[config.mk]
export PLATFORM = sky130hd
export DESIGN_NAME = passthrough_fifo
export DESIGN_NICKNAME = d
export VERILOG_FILES = /design/src/rtl/passthrough_fifo.sv
export SDC_FILE = /design/constraint.sdc
export NUM_CORES = 1
export LEC_CHECK = 0
export BUFFER_PORTS_ARGS = -buffer_cell sky130_fd_sc_hd__buf_2
export CAP_MARGIN = 25
export CORE_MARGIN = 1
export CORE_UTILIZATION = 57
export DETAILED_ROUTE_END_ITERATION = 6
export HOLD_SLACK_MARGIN = 0.05
export PLACE_DENSITY_LB_ADDON = 0.15
export SYNTH_ARGS = -nofsm -noshare
export SYNTH_HDL_FRONTEND = slang
export SYNTH_SLANG_ARGS = --single-unit
[constraint.sdc]
create_clock -name clock -period 2.5 [get_ports clock]
set_input_delay 0.25 -clock clock [delete_from_list [all_inputs] [get_ports clock]]
set_output_delay 0.25 -clock clock [all_outputs]
set_load 0.1 [all_outputs]
[src/rtl/passthrough_fifo.sv]
// Ready/valid elastic buffer holding up to DEPTH words in order behind the 10-bit passthrough stage.
// All outputs come from registered state; only io_in_ready is additionally gated by reset.
module passthrough_fifo #(
  parameter  int WIDTH = 10,
  parameter  int DEPTH = 4,
  localparam int AW    = $clog2(DEPTH),
  localparam int CW    = $clog2(DEPTH) + 1
) (
  input  logic             clock,
  input  logic             reset,
  input  logic             io_in_valid,
  output logic             io_in_ready,
  input  logic [WIDTH-1:0] io_in_bits,
  output logic             io_out_valid,
  input  logic             io_out_ready,
  output logic [WIDTH-1:0] io_out_bits,
  output logic [CW-1:0]    io_count
);

  logic [WIDTH-1:0] r_mem [DEPTH];
  logic [AW-1:0]    r_wr_ptr;
  logic [AW-1:0]    r_rd_ptr;
  logic [CW-1:0]    r_count;

  logic w_full;
  logic w_empty;
  logic w_push;
  logic w_pop;

  assign w_full  = (r_count == CW'(DEPTH));
  assign w_empty = (r_count == '0);

  // A full FIFO refuses input even when the head is popped in the same cycle.
  assign io_in_ready  = !w_full && reset;
  assign io_out_valid = !w_empty;
  assign io_out_bits  = w_empty ? '0 : r_mem[r_rd_ptr];
  assign io_count     = r_count;

  assign w_push = io_in_valid && io_in_ready;
  assign w_pop  = io_out_valid && io_out_ready;

  always_ff @(posedge clock or negedge reset) begin
    if (!reset) begin
      for (int i = 0; i < DEPTH; i++) begin
        r_mem[i] <= '0;
      end
      r_wr_ptr <= '0;
      r_rd_ptr <= '0;
      r_count  <= '0;
    end else begin
      if (w_push) begin
        r_mem[r_wr_ptr] <= io_in_bits;
        r_wr_ptr        <= r_wr_ptr + AW'(1);
      end
      if (w_pop) begin
        r_rd_ptr <= r_rd_ptr + AW'(1);
      end
      case ({w_push, w_pop})
        2'b10:   r_count <= r_count + CW'(1);
        2'b01:   r_count <= r_count - CW'(1);
        default: r_count <= r_count;
      endcase
    end
  end

endmodule

==> impl_metrics.tcl <==
set metrics [dict create \
    final_area_mm2 0.00253 \
    slowest_stage "mux4_2" \
    port_buffers 28 \
    h-tree-depth 2 \
    synth-adder-area-share_pct 3.69 \
    cts_tree "done" \
    cts_inserted_buffers 5 \
    via_per_inst 5.48 \
    cts_buffer_depth 2 \
    yosysWarnings 0 \
    slew_headroom_pct 61.3 \
    outcome "completed" \
    cts_hold_buf 0 \
    critPathRequiredTime_ns 2.25 \
    critPathTopFamily "buffers and inverters" \
    ios 29 \
    grt-ovfl-total 0 \
    grt_pass1_wl_um 6690 \
    cp-start-kind "flop" \
    ant_nets 0 \
    post_cts_buffers 0 \
    placed_area_mm2 0.00245 \
    synth_area_per_cell_um2 15.3 \
    final_nets 201 \
    r2r-start "io_count[0]" \
    r2r_slack_ns 0.33 \
    setup_slack_ns 0.244 \
    clkTransAtPathRegs_ns 0.08 \
    core_mm2 0.00372 \
    yosys.area_share.simple_pct 6.54 \
    critical_path_arrival_ns 2.01 \
    cp-startpoint "r_rd_ptr[0]" \
    num_rows 22 \
    antenna_found_initial 0 \
    critPathKind "reg2out" \
    synth_compound_area_share_pct 0 \
    insertedDiodeCount 0 \
    routabilityCongestion 0.796 \
    path_buf_inv 2 \
    crit_cells 4 \
    finalMaxSlewViolations 0 \
    skew_ns 0.00561 \
    syn_area_mm2 0.00224 \
    ys_types 21 \
    root_buffer "clkbuf_8" \
    drc 0 \
    die_h_um 64.7 \
    layout_commonest_cell "dfrtp_1" \
    tightest_slew_ns 0.581 \
    synth_mux_area_share_pct 31.1 \
    seq_area_frac_synth_pct 52.5 \
    cts_resized 0 \
    slowest_delay_ns 0.51 \
    grt_max_degree 48 \
    vias 1261 \
    worst-r2r-cell-count 9 \
    period_share_pct 90.2 \
    most-common-layout-cells "dfrtp_1 (44), mux2_2 (41), buf_2 (28)" \
    r2r-end "io_count[2]" \
    nFillCells 283 \
    grt_setup_unrepaired "false" \
    finalSetupViolations 0 \
    critPathMaxFanout 9 \
    pre_cts_ws_ns 0.337 \
    ys_ff_latch 47 \
    synth_cells 146 \
    die_w_um 64.7 \
    dp_hpwl_um 2780 \
    die_area_mm2 0.00418 \
    drt_iter0_drc 55 \
    cts_sinks 47 \
    grt_pass1_vias 1376 \
    critPathCaptureType "output port" \
    syn-num-nets 166 \
    drive_above_1_share_pct 58.8 \
    first_pass_iters 4 \
    synth_top_family_by_area "multiplexers" \
    cap_violations 0 \
    clock.fmax_mhz 443 \
    insertion_delay_ns 0.29 \
    setup-tns-final_ns 0 \
    final_hold_viol_count 0 \
    period_minus_slack_ns 2.26 \
    initial_utilization_pct 60.2 \
    synth-xor-area-share_pct 2.35 \
    grt_usage_pct 23.0 \
    syn_to_final_growth_pct 13.1 \
    crit_path_cell_trace "buf_4 > mux4_2 > and2_2 > buf_2" \
    cp-endpoint "io_out_bits[2]" \
    drt_wl_total_um 4010 \
    wl_per_cell_um 17.4 \
    hp-class "in2async" \
]
==> synth_stat cells <==
master    number  area share, %
fa_1           1           0.89
xnor2_1        3            1.2
buf_2          1           0.22
ha_1           5            2.8
dfrtp_1       47             53
inv_1          6            1.0
nor2b_1        1           0.28
buf_4          1           0.34
xor2_1         3            1.2
nand3_1        1           0.22
mux4_2        10             10
and2_1        11            3.1
nand2_1        1           0.17
mux2i_1        1           0.45
clkbuf_1       1           0.17
mux2_2        41             21
nor3b_1        4            1.3
nor2_1         2           0.34
nor3b_4        1           0.84
buf_6          4            2.0
or3_1          1           0.28
==> through the flow <==
stage	utilization, %	hold WS (ns)	cells
after floorplan	-	-0.0456	146
after global placement	65.9	0.429	222
after detailed placement	65.9	0.449	222
after CTS	68.1	0.120	230
after global routing	68.1	0.162	230
final	68.1	0.122	230
==> metal layers <==
metal,GRT usage [%],vias to the layer above,part of all wire (%)
met3,3.87,4,3.2
li1,-,582,-
met1,27.5,648,45
met2,39.6,27,50
met4,12.5,0,1.3
met5,0,-,0
==> sequential cells by signal, indices dropped and copies added (netlist names) <==
name,cells
r_mem,40
io_count,3
r_wr_ptr,2
r_rd_ptr,2
==> final cells by class <==
cell class                 count  area (um^2)  area share, %
sequential                    47         1180           46.6
multi-input combinational     86          992           39.2
timing repair buffer          35          193           7.61
clock buffer                   6         72.6           2.87
tap                           48         60.1           2.37
inverter                       6         22.5          0.889
clock inverter                 2         12.5          0.494
==> worst min path at each step <==
stage	from	endpoint	slack [ns]
final	reset	r_mem[34]	0.12
after global routing	reset	r_mem[23]	0.16
after CTS	reset	r_mem[34]	0.12
after detailed placement	reset	r_mem[37]	0.45
after global placement	reset	r_mem[3]	0.43
after floorplan	reset	io_count[0]	-0.05
==> cell families (layout without fill, tap and decap cells) <==
kind of cell / after synthesis / count (layout)
muxes: 52 / 52
DFF: 47 / 47
buffers and inverters: 13 / 49
adders and majority gates: 6 / 6
and+or+nand+nor: 22 / 22
xor gates and xnor gates: 6 / 6
Power is left out: the tool's default activity adds up to more than one toggle a clock period on the data nets, which glitch-free logic cannot reach.
